### config.mk
export PLATFORM = sky130hd
export DESIGN_NAME = door_motor_ctrl
export DESIGN_NICKNAME = d
export VERILOG_FILES = /design/src/rtl/door_motor_ctrl.sv
export SDC_FILE = /design/constraint.sdc
export NUM_CORES = 1
export LEC_CHECK = 0
export CORE_MARGIN = 3
export CORE_UTILIZATION = 57
export CTS_CLUSTER_SIZE = 8
export DETAILED_ROUTE_END_ITERATION = 16
export PLACE_DENSITY = 0.91
export SLEW_MARGIN = 0
export SYNTH_ARGS = -nofsm -noshare
export SYNTH_HDL_FRONTEND = slang
export SYNTH_SLANG_ARGS = --single-unit
### constraint.sdc
create_clock -name clk -period 3.44 [get_ports clk]
set_clock_uncertainty 0.2 [all_clocks]
set_input_delay 0.516 -clock clk [delete_from_list [all_inputs] [get_ports clk]]
set_output_delay 0.516 -clock clk [all_outputs]
set_load 0.05 [all_outputs]
### src/rtl/door_motor_ctrl.sv
// Door motor controller: turns an open/close request into dead-time-separated
// motor drive commands, with limit-switch feedback, obstruction reversal and a latched fault.
module door_motor_ctrl #(
  parameter int DEAD_CYCLES = 4,
  parameter int TIMEOUT     = 1000,
  parameter int CNT_W       = 10
) (
  input  logic       clk,
  input  logic       rst_n,
  input  logic       door_action,
  input  logic       open_limit,
  input  logic       closed_limit,
  input  logic       obstruct,
  output logic       motor_open,
  output logic       motor_close,
  output logic [2:0] state,
  output logic       fault
);

  typedef enum logic [2:0] {
    S_CLOSED  = 3'd0,
    S_OPENING = 3'd1,
    S_OPEN    = 3'd2,
    S_CLOSING = 3'd3,
    S_BRAKE   = 3'd4,
    S_FAULT   = 3'd5
  } state_t;

  localparam logic [CNT_W-1:0] TRAVEL_LAST = CNT_W'(TIMEOUT - 1);
  localparam logic [CNT_W-1:0] DEAD_LAST   = CNT_W'(DEAD_CYCLES - 1);

  state_t           cur_state, nxt_state;
  logic [CNT_W-1:0] cnt;
  logic             rev, rev_nxt;

  // NOTE: every variable written here gets a default first, so no path leaves
  // it unassigned and no latch is inferred.
  always_comb begin
    nxt_state = cur_state;
    rev_nxt   = rev;
    if (cur_state != S_FAULT && open_limit && closed_limit) begin
      nxt_state = S_FAULT;
    end else begin
      unique case (cur_state)
        S_CLOSED: if (door_action) nxt_state = S_OPENING;
        S_OPEN:   if (!door_action && !obstruct) nxt_state = S_CLOSING;
        S_OPENING: begin
          if (open_limit)               nxt_state = S_BRAKE;
          else if (cnt == TRAVEL_LAST)  nxt_state = S_FAULT;
          else if (!door_action)        nxt_state = S_BRAKE;
        end
        S_CLOSING: begin
          if (closed_limit) begin
            nxt_state = S_BRAKE;
          end else if (obstruct) begin
            nxt_state = S_BRAKE;
            rev_nxt   = 1'b1;
          end else if (cnt == TRAVEL_LAST) begin
            nxt_state = S_FAULT;
          end else if (door_action) begin
            nxt_state = S_BRAKE;
          end
        end
        S_BRAKE: begin
          // Inputs only matter on the last dead-time cycle.
          if (cnt == DEAD_LAST) begin
            if (rev) begin
              rev_nxt   = 1'b0;
              nxt_state = open_limit ? S_OPEN : S_OPENING;
            end else if (door_action) begin
              nxt_state = open_limit ? S_OPEN : S_OPENING;
            end else if (closed_limit) begin
              nxt_state = S_CLOSED;
            end else if (!obstruct) begin
              nxt_state = S_CLOSING;
            end else begin
              nxt_state = open_limit ? S_OPEN : S_OPENING;
            end
          end
        end
        S_FAULT: nxt_state = S_FAULT;
        default: nxt_state = S_BRAKE;
      endcase
    end
  end

  // NOTE: sequential state uses non-blocking assignments so every register
  // samples pre-edge values regardless of statement order.
  always_ff @(posedge clk) begin
    if (!rst_n) begin
      cur_state   <= S_BRAKE;
      cnt         <= '0;
      rev         <= 1'b0;
      motor_open  <= 1'b0;
      motor_close <= 1'b0;
      fault       <= 1'b0;
    end else begin
      cur_state   <= nxt_state;
      rev         <= rev_nxt;
      if (nxt_state != cur_state) cnt <= '0;
      else if (cnt != '1)         cnt <= cnt + 1'b1;
      // Outputs decoded from the next state so they change on the same edge.
      motor_open  <= (nxt_state == S_OPENING);
      motor_close <= (nxt_state == S_CLOSING);
      fault       <= (nxt_state == S_FAULT);
    end
  end

  assign state = cur_state;

endmodule

==> impl_metrics.xml, run 1 <==
<?xml version="1.0" encoding="UTF-8"?>
<metrics>
  <group name="power">
    <metric name="power.density_cell_area" unit="nW/um2">338</metric>
    <metric name="ir_worst_vdd" unit="V">0.000265</metric>
    <metric name="power.leakage" unit="uW">0.000401</metric>
  </group>
  <group name="floorplanning">
    <metric name="placement_rows" unit="">14</metric>
    <metric name="floorplan.initialDensity" unit="%">64.8</metric>
    <metric name="die_width" unit="um">49.0</metric>
    <metric name="die-area" unit="um2">2400</metric>
    <metric name="placeableCoreArea" unit="um2">1630</metric>
    <metric name="design.portCount" unit="">12</metric>
    <metric name="fp.dieH" unit="um">49.0</metric>
  </group>
  <group name="cts">
    <metric name="cts.clk_slew.worst_paths" unit="ns">0.10</metric>
    <metric name="clk_path_buf_depth" unit="">2</metric>
    <metric name="cts.sink_count" unit="">17</metric>
    <metric name="cts.root.buffer_cell" unit="">clkbuf_4</metric>
    <metric name="clock_latency_at_the_later_pin_of_the_worst_skew_pair" unit="ns">0.30</metric>
    <metric name="cts-htree-levels" unit="">1</metric>
    <metric name="cts_resized" unit="">0</metric>
    <metric name="cts_tree" unit="">yes</metric>
    <metric name="number_of_setup_buffers_added_after_cts" unit="">0</metric>
    <metric name="cts_buffers" unit="">3</metric>
    <metric name="cts_hold_buffers" unit="">0</metric>
  </group>
  <group name="drt">
    <metric name="drc_errors" unit="">0</metric>
    <metric name="routed_wl_per_cell" unit="um">16.9</metric>
    <metric name="postRouteAntennaNets" unit="">0</metric>
    <metric name="first_pass_iters" unit="">4</metric>
    <metric name="vias_per_cell" unit="">6.77</metric>
    <metric name="postRouteWirelength" unit="um">2490</metric>
    <metric name="route.vias.total" unit="">995</metric>
    <metric name="drt_first_iter_violations" unit="">41</metric>
  </group>
  <group name="synth">
    <metric name="mappedNetlistArea" unit="um2">1060</metric>
    <metric name="synth_most_common_cell" unit="">dfxtp_1</metric>
    <metric name="yosys.area.top_type_share" unit="%">32.2</metric>
    <metric name="async_flop_share" unit="%">0</metric>
    <metric name="ys_top_cells_by_count" unit="">dfxtp_1, nor3_1, and4_1, nand3_1</metric>
    <metric name="post_synth_num_cell_types" unit="">49</metric>
    <metric name="synthSimpleGateAreaFrac" unit="%">37.3</metric>
    <metric name="dominant_combinational_cell_family_by_area_after_synthesis" unit="">simple AND/OR/NAND/NOR gates</metric>
    <metric name="post_synthesis_xor_xnor_area_fraction" unit="%">2.49</metric>
    <metric name="syn-num-nets" unit="">120</metric>
    <metric name="synth-edff-count" unit="">0</metric>
    <metric name="synth_ff_type" unit="">dfxtp_1</metric>
    <metric name="synth-compound-area-share" unit="%">21.9</metric>
    <metric name="yosysSeqAreaShare" unit="%">32.2</metric>
    <metric name="muxShareOfSynthArea" unit="%">2.01</metric>
    <metric name="synth-seq-cells" unit="">17</metric>
    <metric name="ys_warn_count" unit="">0</metric>
    <metric name="post_synth_main_area_contributors" unit="">dfxtp_1, and4_1, nor3_1, nor2b_1, nand3_1</metric>
    <metric name="synth_adder_area_share" unit="%">1.18</metric>
    <metric name="yosysTopAreaCell" unit="">dfxtp_1</metric>
    <metric name="synthesis.area_per_instance" unit="um2">9.35</metric>
    <metric name="syn-instance-count" unit="">113</metric>
  </group>
  <group name="min_path">
    <metric name="timing.hold.worst_path_depth" unit="">1</metric>
    <metric name="hold-path-endpoint" unit="">rev</metric>
    <metric name="holdCritStartpoint" unit="">rev</metric>
    <metric name="hp-class" unit="">register to register</metric>
  </group>
  <group name="timing">
    <metric name="post-route-period-util" unit="%">74.5</metric>
    <metric name="max_clock_freq" unit="GHz">0.390</metric>
    <metric name="hold_viol_final" unit="">0</metric>
    <metric name="finalMaxSlewViolations" unit="">0</metric>
    <metric name="timing_worst_slew_pin_value" unit="ns">0.534</metric>
    <metric name="normalized_max_slew_margin" unit="%">64.4</metric>
    <metric name="timing.final.crit_period" unit="ns">2.56</metric>
    <metric name="totalNegativeSetupSlack" unit="ns">0</metric>
    <metric name="rsz0062_at_grt" unit="">no</metric>
    <metric name="hold_slack" unit="ns">0.330</metric>
    <metric name="setup_viol_count_final" unit="">0</metric>
  </group>
  <group name="worst_setup_path">
    <metric name="critical_path_arrival" unit="ns">2.58</metric>
    <metric name="cp_max_fo" unit="">10</metric>
    <metric name="critical-path-top-delay-family" unit="">simple AND/OR/NAND/NOR gates</metric>
    <metric name="cp_num_buf_inv" unit="">1</metric>
    <metric name="startpoint_type" unit="">primary input</metric>
    <metric name="ff2ff_path_depth" unit="">6</metric>
    <metric name="worst_path_largest_cell_delay" unit="ns">0.60</metric>
    <metric name="worstReg2RegEnd" unit="">cnt[3]</metric>
    <metric name="timing.setup.critical_path_class" unit="">primary input to register</metric>
    <metric name="required" unit="ns">3.46</metric>
    <metric name="crit_path_top_delay_cell" unit="">or4b_1</metric>
    <metric name="r2r_slack" unit="ns">1.03</metric>
    <metric name="path_depth" unit="">6</metric>
    <metric name="timing.critical_path.to_type" unit="">register</metric>
    <metric name="worstPathCellList" unit="">clkdlybuf4s50_1 &gt; or4b_1 &gt; a21o_1 &gt; o221ai_4 &gt; nand4_4 &gt; nor4_2</metric>
    <metric name="worst_r2r_startpoint" unit="">cnt[0]</metric>
  </group>
  <group name="finish">
    <metric name="fill_cells" unit="">126</metric>
    <metric name="diodes" unit="">0</metric>
    <metric name="area_growth_synth_to_finish" unit="%">13.4</metric>
    <metric name="multi_input_area" unit="um2">686</metric>
    <metric name="drive_above_1_share" unit="%">16.3</metric>
    <metric name="finish.net_count" unit="">131</metric>
    <metric name="final_core_util" unit="%">73.5</metric>
    <metric name="fin_area" unit="um2">1200</metric>
    <metric name="area.sequential" unit="um2">340</metric>
  </group>
  <group name="placed_design">
    <metric name="dp.final_hpwl" unit="um">1840</metric>
    <metric name="buffer_ports.inserted" unit="">11</metric>
    <metric name="gp_routability_congestion" unit="">0.865</metric>
    <metric name="dpl_cell_area" unit="um2">1170</metric>
  </group>
  <group name="global_route">
    <metric name="globalRouteOverflowTotal" unit="">0</metric>
    <metric name="antenna_found_initial" unit="">0</metric>
    <metric name="grt_start_max_net_pins" unit="">16</metric>
    <metric name="number_of_global_route_vias_before_repair" unit="">987</metric>
    <metric name="wire_length_of_the_first_global_routing_pass" unit="um">4440</metric>
    <metric name="gr-usage-all-layers" unit="%">23.0</metric>
  </group>
  <group name="status">
    <metric name="outcome" unit="">complete, no violations</metric>
  </group>
  <group name="job">
    <metric name="cap_violations" unit="">0</metric>
  </group>
</metrics>
==> stage by stage <==
stage / instances / power [uW] / setup WS [ns]
after floorplan: 113 / 272 / 1.15
after global placement: 143 / 294 / 0.633
after detailed placement: 143 / 297 / 0.580
after CTS: 147 / 405 / 0.890
after global routing: 147 / 424 / 0.748
final: 147 / 405 / 0.876
==> worst register-to-register path, stage by stage, from the launching register on <==
cell and delay, ns:
dfxtp_1 0.40, ha_1 0.28, nor3b_1 0.41, and4_1 0.34, a211oi_2 0.11, nor2_2 0.43
a2111oi_2 0.11
==> registers in the layout (all words and copies together) (netlist names) <==
name	count
cnt	10
fault	1
motor_close	1
motor_open	1
rev	1
state	3
==> report_power, final <==
group	total (uW)	internal (uW)	switching (uW)	leakage [uW]
clock	110	43.3	66.6	0.0000177
sequential	212	203	9.27	0.000138
combinational	82.4	34.4	48.0	0.000246
==> routing by layer <==
layer  GRT usage, %  wire length (um)  vias to the layer above
li1               -                 -                      463
met1           30.0              1110                      470
met2           37.8              1160                       47
met3           5.50               149                       15
met4           6.16                73                        0
met5              0                 0                        -
==> how the worst max path moves through the flow <==
stage,start,end
after floorplan,state[1],cnt[8]
after global placement,closed_limit,cnt[8]
after detailed placement,closed_limit,cnt[6]
after CTS,state[1],state[1]
after global routing,closed_limit,cnt[6]
final,closed_limit,cnt[6]
==> cell usage in the layout, fill, tap and decap left out, drive strengths merged, types with 5 or more instances in the layout <==
| master | n |
|---|---|
| nor2 | 5 |
| nor2b | 5 |
| nand3 | 6 |
| and4 | 6 |
| dfxtp | 17 |
| clkdlybuf4s50 | 11 |
| a21oi | 5 |
| nor3 | 7 |
==> cells by family (layout without fill, tap and decap cells) <==
logic type      Yosys count  count (layout)
simple gates             57              57
mux                       2               2
fa+ha+maj                 1               1
xor+xnor                  3               3
buf+inv                   6              16
compound gates           27              27
flops                    17              17
==> final cells by class <==
| type | count | share of cell area (%) |
|---|---|---|
| Inverter | 1 | 0.313 |
| Sequential cell | 17 | 28.4 |
| Clock inverter | 1 | 0.418 |
| Tap cell | 24 | 2.51 |
| Timing Repair Buffer | 11 | 9.20 |
| Clock buffer | 3 | 1.88 |
| Multi-Input combinational cell | 90 | 57.3 |
Note: power is estimated with default switching activity, not from simulation.
==> inputs of run 2 (changes only) <==
Settings changed: CORE_UTILIZATION 57 to 54, PLACE_DENSITY 0.91 to 0.87.
Clock period 3.44 ns to 2.6 ns, I/O delays scaled along.
==> run 2 against run 1 <==
First-iteration DRC count rose by 9.8%. Cell area is 4.4% higher. Critical path depth grew 1. Total power increased by 34%. Sequential share of layout area is 1.2 points lower. Largest cell class unchanged. Clock power increased by 28%. Flip-flop and latch count unchanged. Non-clock buffer count up 7. Hold slack worse by 0.032 ns. Combinational power increased by 44%. Die area increased by 4.9%.
==> impl_metrics.xml, run 2 (synthesis gave the netlist of run 1 again) <==
<?xml version="1.0" encoding="UTF-8"?>
<metrics>
  <group name="finish">
    <metric name="largest-register" unit="">cnt</metric>
    <metric name="drive_above_1_share" unit="%">20.0</metric>
    <metric name="area_growth_synth_to_finish" unit="%">18.4</metric>
    <metric name="mostFrequentLayoutCells" unit="">dfxtp_1, clkdlybuf4s50_1, nor3_1, buf_4</metric>
    <metric name="finish.net_count" unit="">138</metric>
    <metric name="diodes" unit="">0</metric>
    <metric name="max_ffs_per_register" unit="">10</metric>
    <metric name="layout.cells.most_common" unit="">dfxtp_1</metric>
  </group>
  <group name="cts">
    <metric name="cts-htree-levels" unit="">1</metric>
    <metric name="cts_tree" unit="">yes</metric>
    <metric name="cts.clk_slew.worst_paths" unit="ns">0.10</metric>
    <metric name="cts.sink_count" unit="">17</metric>
    <metric name="number_of_setup_buffers_added_after_cts" unit="">0</metric>
    <metric name="cts_hold_buffers" unit="">0</metric>
    <metric name="cts_resized" unit="">0</metric>
    <metric name="cts_buffers" unit="">3</metric>
    <metric name="cts.root.buffer_cell" unit="">clkbuf_4</metric>
    <metric name="clock_latency_at_the_later_pin_of_the_worst_skew_pair" unit="ns">0.29</metric>
    <metric name="clk_path_buf_depth" unit="">2</metric>
  </group>
  <group name="global_route">
    <metric name="gr-usage-all-layers" unit="%">23.0</metric>
    <metric name="globalRouteOverflowTotal" unit="">0</metric>
    <metric name="wire_length_of_the_first_global_routing_pass" unit="um">4500</metric>
    <metric name="grt_start_max_net_pins" unit="">12</metric>
    <metric name="number_of_global_route_vias_before_repair" unit="">977</metric>
    <metric name="antenna_found_initial" unit="">0</metric>
  </group>
  <group name="power">
    <metric name="ir_worst_vdd" unit="V">0.000257</metric>
    <metric name="power.density_cell_area" unit="nW/um2">433</metric>
    <metric name="power.leakage" unit="uW">0.000434</metric>
  </group>
  <group name="worst_setup_path">
    <metric name="crit_path_top_delay_cell" unit="">clkdlybuf4s50_1</metric>
    <metric name="worst_path_largest_cell_delay" unit="ns">0.50</metric>
    <metric name="timing.setup.critical_path_class" unit="">primary input to register</metric>
    <metric name="timing.critical_path.to_type" unit="">register</metric>
    <metric name="r2r_slack" unit="ns">0.28</metric>
    <metric name="worstPathCellList" unit="">clkdlybuf4s50_1 &gt; or3b_1 &gt; and4_1 &gt; a211oi_2 &gt; nor2_2 &gt; buf_4 &gt; nor3_1</metric>
    <metric name="startpoint_type" unit="">primary input</metric>
    <metric name="cp_max_fo" unit="">7</metric>
    <metric name="required" unit="ns">2.60</metric>
    <metric name="critical_path_arrival" unit="ns">2.42</metric>
  </group>
  <group name="floorplanning">
    <metric name="floorplan.initialDensity" unit="%">59.2</metric>
    <metric name="placement_rows" unit="">15</metric>
    <metric name="fp.dieH" unit="um">50.2</metric>
    <metric name="placeableCoreArea" unit="um2">1780</metric>
    <metric name="die_width" unit="um">50.2</metric>
    <metric name="design.portCount" unit="">12</metric>
    <metric name="die-area" unit="um2">2520</metric>
  </group>
  <group name="timing">
    <metric name="normalized_max_slew_margin" unit="%">65.3</metric>
    <metric name="finalMaxSlewViolations" unit="">0</metric>
    <metric name="max_clock_freq" unit="GHz">0.414</metric>
    <metric name="rsz0062_at_grt" unit="">no</metric>
    <metric name="timing.final.crit_period" unit="ns">2.42</metric>
    <metric name="totalNegativeSetupSlack" unit="ns">0</metric>
    <metric name="post-route-worst-setup-slack" unit="ns">0.182</metric>
    <metric name="hold_slack" unit="ns">0.298</metric>
    <metric name="timing_worst_slew_pin_value" unit="ns">0.518</metric>
    <metric name="post-route-period-util" unit="%">93.0</metric>
    <metric name="hold_viol_final" unit="">0</metric>
    <metric name="setup_viol_count_final" unit="">0</metric>
  </group>
  <group name="drt">
    <metric name="vias_per_cell" unit="">6.38</metric>
    <metric name="drt_first_iter_violations" unit="">45</metric>
    <metric name="first_pass_iters" unit="">4</metric>
    <metric name="drc_errors" unit="">0</metric>
    <metric name="route.vias.total" unit="">989</metric>
    <metric name="postRouteAntennaNets" unit="">0</metric>
    <metric name="postRouteWirelength" unit="um">2530</metric>
    <metric name="routed_wl_per_cell" unit="um">16.3</metric>
  </group>
  <group name="job">
    <metric name="cap_violations" unit="">0</metric>
  </group>
  <group name="placed_design">
    <metric name="dp.final_hpwl" unit="um">1850</metric>
    <metric name="post-place-ws" unit="ns">-0.0797</metric>
    <metric name="gp_routability_congestion" unit="">0.848</metric>
    <metric name="buffer_ports.inserted" unit="">11</metric>
  </group>
  <group name="min_path">
    <metric name="hp-class" unit="">register to register</metric>
  </group>
  <group name="status">
    <metric name="outcome" unit="">complete, no violations</metric>
  </group>
</metrics>
==> run 2: worst max-delay path: cells and delay by family <==
family | cells | cell delay, ns
buf+inv | 2 | 0.69
compound gates | 1 | 0.33
simple gates | 4 | 1.01
==> run 2: cell type report <==
class	count	area [um2]
Multi-Input combinational cell	90	686
Fill cell	143	533
Sequential cell	17	340
Timing Repair Buffer	18	163
Tap cell	25	31.3
Clock buffer	4	26.3
Inverter	1	3.75
==> run 2: report_power, final <==
group / switching, uW / internal [uW] / total [uW]
clock network: 81.8 / 59.6 / 141
logic: 66.0 / 53.0 / 119
registers: 12.3 / 269 / 281
==> run 2: path summary, 6_finish.rpt <==
path / from / to / cells after the start
setup / recovery: closed_limit / cnt[0] / 7
setup reg to reg: cnt[0] / fault / 7
hold / removal: rev / rev / 1
hold reg to reg: rev / rev / 1
==> run 2: metal layers <==
metal  GRT usage [%]  part of all wire (%)  up-vias
met5               0                     0        -
met4            10.6                   1.4        0
met3            5.04                   4.2        8
met2            38.0                    49       33
met1            28.2                    46      474
li1                -                     -      474
==> run 2: metrics by stage <==
stage | total power [uW] | cell area, um2 | util, % | cells
after floorplan | 360 | 1060 | - | 113
after global placement | 399 | 1220 | 68.6 | 151
after detailed placement | 403 | 1220 | 68.6 | 151
after CTS | 541 | 1250 | 70.1 | 155
after global routing | 566 | 1250 | 70.1 | 155
final | 541 | 1250 | 70.1 | 155
==> inputs of run 3 (changes only) <==
Settings changed: CORE_ASPECT_RATIO from default to 1.4, SLEW_MARGIN 0 to default.
==> run 3 against run 2 <==
Cell area is 0.40% lower. Flip-flop and latch count is the same. Critical path depth is the same. Hold slack better by 0.052 ns. Total power up 0.39%. Clock-buffer cell count decreased by 1. Non-clock buffer count unchanged. Global-route usage down 1.6 points. Worst setup slack is essentially flat. Maximum frequency is essentially flat.
==> impl_metrics.xml, run 3 (synthesis gave the netlist of run 1 again) <==
<?xml version="1.0" encoding="UTF-8"?>
<metrics>
  <group name="worst_setup_path">
    <metric name="critical_path_arrival" unit="ns">2.41</metric>
    <metric name="r2r_slack" unit="ns">0.18</metric>
    <metric name="startpoint" unit="">cnt[0]</metric>
    <metric name="critical_path.endpoint" unit="">cnt[2]</metric>
    <metric name="ff2ff_path_depth" unit="">7</metric>
    <metric name="crit_path_top_delay_cell" unit="">dfxtp_1</metric>
    <metric name="startpoint_type" unit="">register</metric>
    <metric name="worst_r2r_startpoint" unit="">cnt[0]</metric>
    <metric name="cp_num_buf_inv" unit="">1</metric>
    <metric name="critical-path-top-delay-family" unit="">simple AND/OR/NAND/NOR gates</metric>
    <metric name="required" unit="ns">2.59</metric>
    <metric name="timing.setup.critical_path_class" unit="">register to register</metric>
    <metric name="timing.critical_path.to_type" unit="">register</metric>
    <metric name="worstPathCellList" unit="">ha_1 &gt; nor3b_1 &gt; and4_1 &gt; a211oi_2 &gt; nor2_2 &gt; buf_4 &gt; nor3_1</metric>
    <metric name="worst_path_largest_cell_delay" unit="ns">0.41</metric>
    <metric name="cp_max_fo" unit="">7</metric>
    <metric name="worstReg2RegEnd" unit="">cnt[2]</metric>
    <metric name="path_depth" unit="">7</metric>
  </group>
  <group name="status">
    <metric name="outcome" unit="">complete, no violations</metric>
  </group>
  <group name="timing">
    <metric name="timing.final.crit_period" unit="ns">2.42</metric>
    <metric name="rsz0062_at_grt" unit="">no</metric>
    <metric name="post-route-period-util" unit="%">93.0</metric>
    <metric name="setup_viol_count_final" unit="">0</metric>
    <metric name="post-route-worst-setup-slack" unit="ns">0.183</metric>
    <metric name="max_clock_freq" unit="GHz">0.414</metric>
    <metric name="hold_viol_final" unit="">0</metric>
    <metric name="normalized_max_slew_margin" unit="%">66.5</metric>
    <metric name="finalMaxSlewViolations" unit="">0</metric>
    <metric name="timing_worst_slew_pin_value" unit="ns">0.500</metric>
  </group>
  <group name="global_route">
    <metric name="use_met1" unit="%">26.9</metric>
    <metric name="grt_start_max_net_pins" unit="">12</metric>
    <metric name="gr-usage-all-layers" unit="%">21.4</metric>
    <metric name="globalRouteOverflowTotal" unit="">0</metric>
    <metric name="grt_use_met3" unit="%">4.59</metric>
    <metric name="number_of_global_route_vias_before_repair" unit="">920</metric>
    <metric name="antenna_found_initial" unit="">0</metric>
    <metric name="grt_busiest_layer" unit="">met2</metric>
    <metric name="use_met2" unit="%">35.5</metric>
    <metric name="wire_length_of_the_first_global_routing_pass" unit="um">4220</metric>
  </group>
  <group name="placed_design">
    <metric name="buffer_ports.inserted" unit="">11</metric>
    <metric name="gp_routability_congestion" unit="">0.831</metric>
    <metric name="dpl_cell_area" unit="um2">1220</metric>
    <metric name="dp.final_hpwl" unit="um">1860</metric>
    <metric name="post-place-ws" unit="ns">-0.0985</metric>
    <metric name="placedCellCount" unit="">146</metric>
  </group>
  <group name="floorplanning">
    <metric name="die_width" unit="um">43.4</metric>
    <metric name="placeableCoreArea" unit="um2">1800</metric>
    <metric name="design.portCount" unit="">12</metric>
    <metric name="fp.dieH" unit="um">58.3</metric>
    <metric name="placement_rows" unit="">18</metric>
    <metric name="die-area" unit="um2">2530</metric>
    <metric name="floorplan.initialDensity" unit="%">58.6</metric>
  </group>
  <group name="finish">
    <metric name="multi_input_area" unit="um2">686</metric>
    <metric name="drive_above_1_share" unit="%">20.8</metric>
    <metric name="fin_area" unit="um2">1240</metric>
    <metric name="fill_cells" unit="">138</metric>
    <metric name="layout.cells.most_common" unit="">dfxtp_1</metric>
    <metric name="area.sequential" unit="um2">340</metric>
    <metric name="final_core_util" unit="%">69.1</metric>
    <metric name="finish.net_count" unit="">138</metric>
    <metric name="diodes" unit="">0</metric>
    <metric name="area_growth_synth_to_finish" unit="%">17.9</metric>
    <metric name="largest-register" unit="">cnt</metric>
    <metric name="layoutNonFillerInstCount" unit="">150</metric>
    <metric name="mostFrequentLayoutCells" unit="">dfxtp_1, clkdlybuf4s50_1, nor3_1, buf_4</metric>
    <metric name="max_ffs_per_register" unit="">10</metric>
  </group>
  <group name="cts">
    <metric name="clk_path_buf_depth" unit="">2</metric>
    <metric name="number_of_setup_buffers_added_after_cts" unit="">0</metric>
    <metric name="cts_hold_buffers" unit="">0</metric>
    <metric name="cts.clk_slew.worst_paths" unit="ns">0.11</metric>
    <metric name="cts_resized" unit="">0</metric>
    <metric name="cts.root.buffer_cell" unit="">clkbuf_4</metric>
    <metric name="cts.sink_count" unit="">17</metric>
    <metric name="cts-htree-levels" unit="">1</metric>
    <metric name="cts_buffers" unit="">3</metric>
    <metric name="cts_tree" unit="">yes</metric>
    <metric name="clock_latency_at_the_later_pin_of_the_worst_skew_pair" unit="ns">0.29</metric>
  </group>
  <group name="min_path">
    <metric name="timing.hold.worst_path_depth" unit="">1</metric>
    <metric name="hp-class" unit="">register to register</metric>
  </group>
  <group name="drt">
    <metric name="drt_first_iter_violations" unit="">45</metric>
    <metric name="drc_errors" unit="">0</metric>
    <metric name="postRouteWirelength" unit="um">2430</metric>
    <metric name="postRouteAntennaNets" unit="">0</metric>
    <metric name="vias_per_cell" unit="">6.43</metric>
    <metric name="first_pass_iters" unit="">4</metric>
    <metric name="route.vias.total" unit="">964</metric>
    <metric name="routed_wl_per_cell" unit="um">16.2</metric>
  </group>
  <group name="power">
    <metric name="power.leakage" unit="uW">0.000436</metric>
    <metric name="power.density_cell_area" unit="nW/um2">436</metric>
    <metric name="ir_worst_vdd" unit="V">0.000351</metric>
  </group>
  <group name="job">
    <metric name="cap_violations" unit="">0</metric>
  </group>
</metrics>
run 3: final cells by class:
| cell class | count | share of cell area, % |
|---|---|---|
| Sequential cell | 17 | 27.3 |
| Tap cell | 20 | 2.01 |
| Timing Repair Buffer | 18 | 13.1 |
| Inverter | 1 | 0.302 |
| Clock inverter | 1 | 0.402 |
| Multi-Input combinational cell | 90 | 55.1 |
| Clock buffer | 3 | 1.81 |
run 3: layer usage:
metal / share of wire [%] / vias to the layer above
met4: 0.78 / 0
li1: - / 470
met3: 3.5 / 4
met2: 53 / 25
met1: 43 / 465
met5: 0 / -
run 3: how the worst min path moves through the flow:
stage          start  end  slack [ns]
6_report         rev  rev        0.35
4_1_cts          rev  rev        0.33
3_3_place_gp     rev  rev        0.27
3_5_place_dp     rev  rev        0.31
5_1_grt          rev  rev        0.34
2_1_floorplan    rev  rev        0.25
run 3: metrics by stage:
step | hold slack [ns] | total power (uW) | TNS, ns
3_5_place_dp | 0.306 | 402 | -0.231
4_1_cts | 0.332 | 544 | 0
6_report | 0.350 | 543 | 0
2_1_floorplan | 0.249 | 360 | 0
5_1_grt | 0.341 | 568 | 0
3_3_place_gp | 0.268 | 399 | 0
run 3: report_power, final:
group	internal, uW	switching, uW	leakage [uW]
sequential	269	11.5	0.000138
clock	57.2	89.5	0.0000177
combinational	53.1	63.3	0.000280
